### src/rtl/aes_round_sequencer.sv
// Control sequencer for an iterative AES-128 round datapath: walks LOAD, nine full
// rounds and the final round, emitting Rcon, round index and strobes, then holds the result.
module aes_round_sequencer #(
  parameter int NR = 10
) (
  input  logic       clk,
  input  logic       rst,
  input  logic       engine_start,
  output logic       engine_done,
  output logic       busy,
  output logic       ld_state,
  output logic       key_ld,
  output logic       round_en,
  output logic       skip_mix,
  output logic       key_en,
  output logic [7:0] rcon,
  output logic [3:0] round_idx,
  output logic       out_valid,
  input  logic       out_ready
);

  typedef enum logic [2:0] {IDLE, LOAD, ROUND, FINAL, HOLD} state_e;

  state_e     state_q, state_d;
  logic [3:0] round_idx_q, round_idx_d;
  logic [7:0] rcon_q, rcon_d;

  always_ff @(posedge clk) begin
    if (rst) begin
      state_q     <= IDLE;
      round_idx_q <= 4'h0;
      rcon_q      <= 8'h00;
    end else begin
      state_q     <= state_d;
      round_idx_q <= round_idx_d;
      rcon_q      <= rcon_d;
    end
  end

  always_comb begin
    state_d     = state_q;
    round_idx_d = round_idx_q;
    rcon_d      = rcon_q;
    case (state_q)
      IDLE: begin
        round_idx_d = 4'h0;
        if (engine_start) state_d = LOAD;
      end
      LOAD: begin
        state_d     = ROUND;
        round_idx_d = 4'h1;
        rcon_d      = 8'h01;
      end
      ROUND: begin
        round_idx_d = round_idx_q + 4'd1;
        // xtime: multiply by x in GF(2^8); gives the 80 -> 1B -> 36 wrap
        rcon_d      = {rcon_q[6:0], 1'b0} ^ (rcon_q[7] ? 8'h1B : 8'h00);
        if (round_idx_q == 4'(NR - 1)) state_d = FINAL;
      end
      FINAL: state_d = HOLD;
      HOLD: begin
        if (out_ready) begin
          state_d     = IDLE;
          round_idx_d = 4'h0;
        end
      end
      default: state_d = IDLE;
    endcase
  end

  assign busy      = (state_q != IDLE);
  assign ld_state  = (state_q == LOAD);
  assign key_ld    = (state_q == LOAD);
  assign round_en  = (state_q == ROUND) || (state_q == FINAL);
  assign key_en    = (state_q == ROUND) || (state_q == FINAL);
  assign skip_mix  = (state_q == FINAL);
  assign out_valid = (state_q == HOLD);
  assign rcon      = round_en ? rcon_q : 8'h00;
  assign round_idx = round_idx_q;
  // A reset in the handshake cycle abandons the result, so no done pulse escapes.
  assign engine_done = (state_q == HOLD) && out_ready && !rst;

endmodule

### config.mk
export PLATFORM = sky130hd
export DESIGN_NAME = aes_round_sequencer
export DESIGN_NICKNAME = d
export VERILOG_FILES = /design/src/rtl/aes_round_sequencer.sv
export SDC_FILE = /design/constraint.sdc
export NUM_CORES = 1
export LEC_CHECK = 0
export CORE_MARGIN = 1.5
export CORE_UTILIZATION = 48
export DETAILED_ROUTE_END_ITERATION = 10
export GPL_ROUTABILITY_DRIVEN = 0
export GPL_TIMING_DRIVEN = 0
export MAX_ROUTING_LAYER = met4
export PLACE_DENSITY = 0.81
export SKIP_CTS_REPAIR_TIMING = 1
export SYNTH_ARGS = -nofsm -noshare
export SYNTH_HDL_FRONTEND = slang
export SYNTH_SLANG_ARGS = --single-unit
### constraint.sdc
create_clock -name clk -period 2.18 [get_ports clk]
set_input_delay 0.218 -clock clk [delete_from_list [all_inputs] [get_ports clk]]
set_output_delay 0.218 -clock clk [all_outputs]
set_load 0.02 [all_outputs]
Word level (Yosys, flattened, before mapping)
Cells that the tools add are included.
{"block": "totals", "ff_bits": 15, "latchBits": 0, "ramBits": 0, "rom_bits": 0, "input_bits": 4, "output_inout_bits": 20, "elab_cells": 32, "mem_count": 0}
{"block": "classes", "add_sub_neg": 1, "mul": 0, "div_mod_pow": 0, "order_cmp": 0, "eq_ne": 8, "shift": 0, "mux": 9, "bitwise": 1, "reduce_logical": 10}
{"operator": "$pmux 4 s4", "n": 1}
{"operator": "$pmux 8 s2", "n": 1}
{"operator": "$pmux 3 s5", "n": 1}
{"operator": "$mux 3", "n": 3}
{"operator": "$mux 8", "n": 1}
{"operator": "$xor 8x5->8", "n": 1}
{"operator": "$eq 3x2->1 const B", "n": 2}
{"operator": "$mux 5", "n": 1}
{"operator": "$add 4x1->4 const B", "n": 1}
{"operator": "$eq 4x4->1 const B", "n": 1}
{"operator": "$mux 4", "n": 1}
{"operator": "$ne 2x2->1 const B", "n": 2}
{"operator": "$reduce_bool 4->1", "n": 1}
{"operator": "$eq 3x1->1 const B", "n": 1}
{"operator": "$eq 3x3->1 const B", "n": 1}
{"operator": "$logic_not 3->1", "n": 1}
{"operator": "$reduce_and 3->1", "n": 1}
{"operator": "$reduce_bool 3->1", "n": 1}
{"operator": "$logic_and 1x1->1", "n": 2}
{"operator": "$ne 2x1->1 const B", "n": 1}
{"operator": "$reduce_and 2->1", "n": 1}
{"operator": "$reduce_bool 2->1", "n": 1}
{"operator": "$logic_not 1->1", "n": 1}
{"operator": "$logic_or 1x1->1", "n": 1}

Logic depth before layout (Yosys ltp)
{"block": "depth", "depth_word": 3, "depth_mapped": 6, "ltp_nobuf": 5}

Worst setup path before layout
OpenSTA, ideal clock, no wires.
{"block": "synth_path", "path_kind": "register -> output", "start": "register state_q[1]", "end": "output ld_state", "arrival_ns": 1.297, "required_ns": 1.962, "path_slack_ns": 0.665, "stages_incl_launch_ff": 6, "path_cell_list": "dfxtp_1 buf_4 or3b_1 buf_2 inv_1 buf_4"}
{"block": "synth_between", "elab_chain_len": 1}
{"element": "start, declared", "line": "24", "rtl": "state_e state_q, state_d;"}
{"element": "start signal, assigned", "line": "34", "rtl": "state_q <= state_d;"}
{"element": "$eq 3x1->1"}
{"element": "end, declared", "line": "11", "rtl": "output logic ld_state,"}
No other way between the ends.

Final worst setup path
{"block": "layout_path", "start": "register state_q[1]", "end": "output rcon[3]"}
{"block": "layout_between", "elab_chain_len": 3, "elab_cells_between_ends": 4, "cone_classes": "2 x eq/ne; 1 x mux; 1 x reduce/logical"}
{"element": "$eq 3x2->1", "line": "74", "rtl": "assign round_en = (state_q == ROUND) || (state_q == FINAL);"}
{"element": "$logic_or 1x1->1 *", "line": "74"}
{"element": "$mux 8 *", "line": "78", "rtl": "assign rcon = round_en ? rcon_q : 8'h00;"}
{"element": "end, declared", "line": "16", "rtl": "output logic [7:0] rcon,"}
Mark *: on every way between the ends. The rest lies on a longest branch, timed or not.

==> results.ini <==
[status]
status = finished clean

[cells_and_area]
final_cell_area_um2 = 1086
instances_no_fill = 141
synthToLayoutAreaGrowth_pct = 35.20
n_antenna_cell = 0
fin_util = 0.7045
drive_gt1_frac = 0.1200
layout.nets = 132

[setup_path]
cp.arrival_ns = 1.84
critical_path_peak_fanout = 11
crit_path_end_kind = output pin
start_kind = flip-flop
critPathKind = flip-flop to output pin
cp.required_ns = 1.96

[timing]
max_freq_mhz = 486.4
finClkSkew_ns = 0.0004399
hold_viol_final = 0
slew_viol_final = 0
max_slew_margin = 0.7002
hold_ws_ns = 0.4828
finalCritPeriodShare = 0.9430
rsz0062_at_grt = no
worst_slew_pin_slew_ns = 0.4496
timing.final.crit_period_ns = 2.056
setup_viol = 0
layout_setup_ws_ns = 0.1242
finalSetupTns_ns = 0

[global_route]
gr-total-overflow = 0
grt_use_total = 0.2157
grt_pass1_wl_mm = 2.967
grt_max_degree = 12
grt_pass1_vias = 705
antenna_found_initial = 0

[synthesis]
synth-seq-cells = 15
synth_adder_area_share = 0.03115
synthMuxAreaShare = 0.01246
synth-simple-area-share = 0.3131
synth.cell_area_um2 = 803.3
synth.avg_cell_area_um2 = 8.197
synth.distinct_cells = 33
synth-compound-area-share = 0.1324
syn-instance-count = 98
yosys.area_share.xor_xnor = 0.03271
synth_warnings = 0
syn-num-nets = 104
synth_top_family_by_area = simple AND/OR/NAND/NOR gates
yosysSeqAreaShare = 0.3738

[power_and_ir_drop]
power_frac_comb = 0.209
intPower_mw = 0.4082
vdd_ir_drop_max_uv = 477.5
p_leak_nw = 0.4791
power_density_nw_per_um2 = 523.1
seqPwrFrac = 0.506
pwr-share-clk = 0.285
p_total_mw = 0.5681
switching_share = 0.2816
switching_power_mw = 0.1600

[clock_tree]
tritoncts = yes
h-tree-depth = 1
cts_max_path_buffers = 2
cts_root_buffer = clkbuf_4
cts_sinks = 15
clk_latency_ns = 0.29
numCtsBuffers = 3
clk_pin_slew_ns = 0.09

[detailed_routing]
first_pass_iters = 4
drcViolationCount = 0
first_iter_violations = 10
via_per_inst = 5.390
antenna_left = 0
vias = 760
post_drt_wl_per_cell_um = 12.41
wirelength_mm = 1.750

[floorplan]
die_x_um = 43.91
start_util = 0.5211
rows = 14
die_y_um = 43.91
core_um2 = 1541
die_area_um2 = 1928
io_pins = 24

[hold_path]
min_path_type = flip-flop to flip-flop

[place]
dp.cells = 137
portBuffers = 23
place_ws_ns = 0.1813
dp_hpwl_mm = 1.204
placed_area_um2 = 1054

[job]
maxCapViolCount = 0

## cell type report
class | instances | area [um^2]
inverter | 4 | 15.01
multi-input combinational | 68 | 419.2
tap | 16 | 20.02
sequential | 15 | 300.3
clock buffer | 4 | 26.28
buffer | 11 | 70.07
timing repair buffer | 23 | 235.2
fill | 135 | 455.4
## cells by family after synthesis
| logic type | after synthesis |
|---|---|
| buffers and inverters | 15 |
| adder cells (fa/ha/maj) | 2 |
| XOR/XNOR | 3 |
| flip-flops | 15 |
| multiplexers | 1 |
| AND/OR/NAND/NOR | 44 |
| AO/OA/AOI/OAI | 18 |
## flip-flops by register name (all words and copies together), names as in the netlist
name,flops
rcon_q,8
round_idx,4
state_q,3
## path summary, 6_finish.rpt
check             startpoint        end  slack, ns  depth (start not counted)
hold reg to reg    rcon_q[1]  rcon_q[2]       0.48                          2
setup reg to reg  state_q[1]  rcon_q[0]       0.73                          6
hold / removal     rcon_q[1]  rcon_q[2]       0.48                          2
setup / recovery  state_q[1]    rcon[3]       0.12                          5
## power groups by stage
stage          Sequential [mW]  Clock, mW  Combinational (mW)
3_5_place_dp             0.294          0               0.118
2_1_floorplan            0.295          0              0.0740
4_1_cts                  0.287      0.168               0.119
6_report                 0.287      0.162               0.119
5_1_grt                  0.289      0.169               0.130
3_3_place_gp             0.294          0               0.116
## synth_stat cells
library cell | instances | area share
a211oi_1 | 1 | 0.0093
a21o_1 | 1 | 0.0093
a21oi_1 | 11 | 0.069
a2bb2oi_1 | 1 | 0.011
a31oi_1 | 1 | 0.0078
a32oi_1 | 1 | 0.011
and2_1 | 9 | 0.070
and3b_1 | 1 | 0.011
buf_2 | 3 | 0.019
buf_4 | 4 | 0.037
buf_6 | 1 | 0.014
clkbuf_1 | 2 | 0.0093
clkbuf_2 | 1 | 0.0062
dfxtp_1 | 15 | 0.37
ha_1 | 2 | 0.031
inv_1 | 4 | 0.019
mux2i_1 | 1 | 0.012
nand2_1 | 8 | 0.037
nand3_1 | 11 | 0.069
nand3b_1 | 1 | 0.0093
nand4b_1 | 1 | 0.011
nor2_1 | 3 | 0.014
nor2b_1 | 1 | 0.0078
nor3_1 | 2 | 0.012
nor3b_1 | 1 | 0.0093
nor4b_1 | 1 | 0.011
o21a_1 | 1 | 0.0093
o21ai_0 | 1 | 0.0062
or3_1 | 2 | 0.016
or3b_1 | 1 | 0.011
or3b_2 | 1 | 0.011
or3b_4 | 1 | 0.014
xor2_1 | 3 | 0.033
## metal layers
layer,global-route usage,vias up,share of wire
li1,-,385,-
met1,0.2591,347,0.43
met2,0.3382,21,0.48
met3,0.02917,7,0.051
met4,0.1333,0,0.036
met5,-,-,0
## worst max-delay path: stages (launching register included)
cell             delay, ns
dfxtp_1               0.31
buf_4                 0.14
nor2b_1               0.12
clkbuf_2              0.21
and2_1                0.15
clkdlybuf4s50_1       0.61
## cells in the final DEF (no fill, tap or decap), types with 2 or more instances in the layout
| cell | Yosys | routed |
|---|---|---|
| clkbuf_1 | 2 | 2 |
| clkbuf_2 | 1 | 2 |
| a21oi_1 | 11 | 11 |
| nor3_1 | 2 | 2 |
| nand3_1 | 11 | 11 |
| dfxtp_1 | 15 | 15 |
| ha_1 | 2 | 2 |
| nand2_1 | 8 | 8 |
| xor2_1 | 3 | 3 |
| buf_4 | 4 | 4 |
| dlymetal6s2s_1 | 0 | 2 |
| buf_2 | 3 | 3 |
| inv_1 | 4 | 4 |
| and2_1 | 9 | 9 |
| nor2_1 | 3 | 3 |
| clkdlybuf4s50_1 | 0 | 21 |
| clkbuf_4 | 0 | 3 |
| or3_1 | 2 | 2 |
Power figures use the tool's default switching activity.
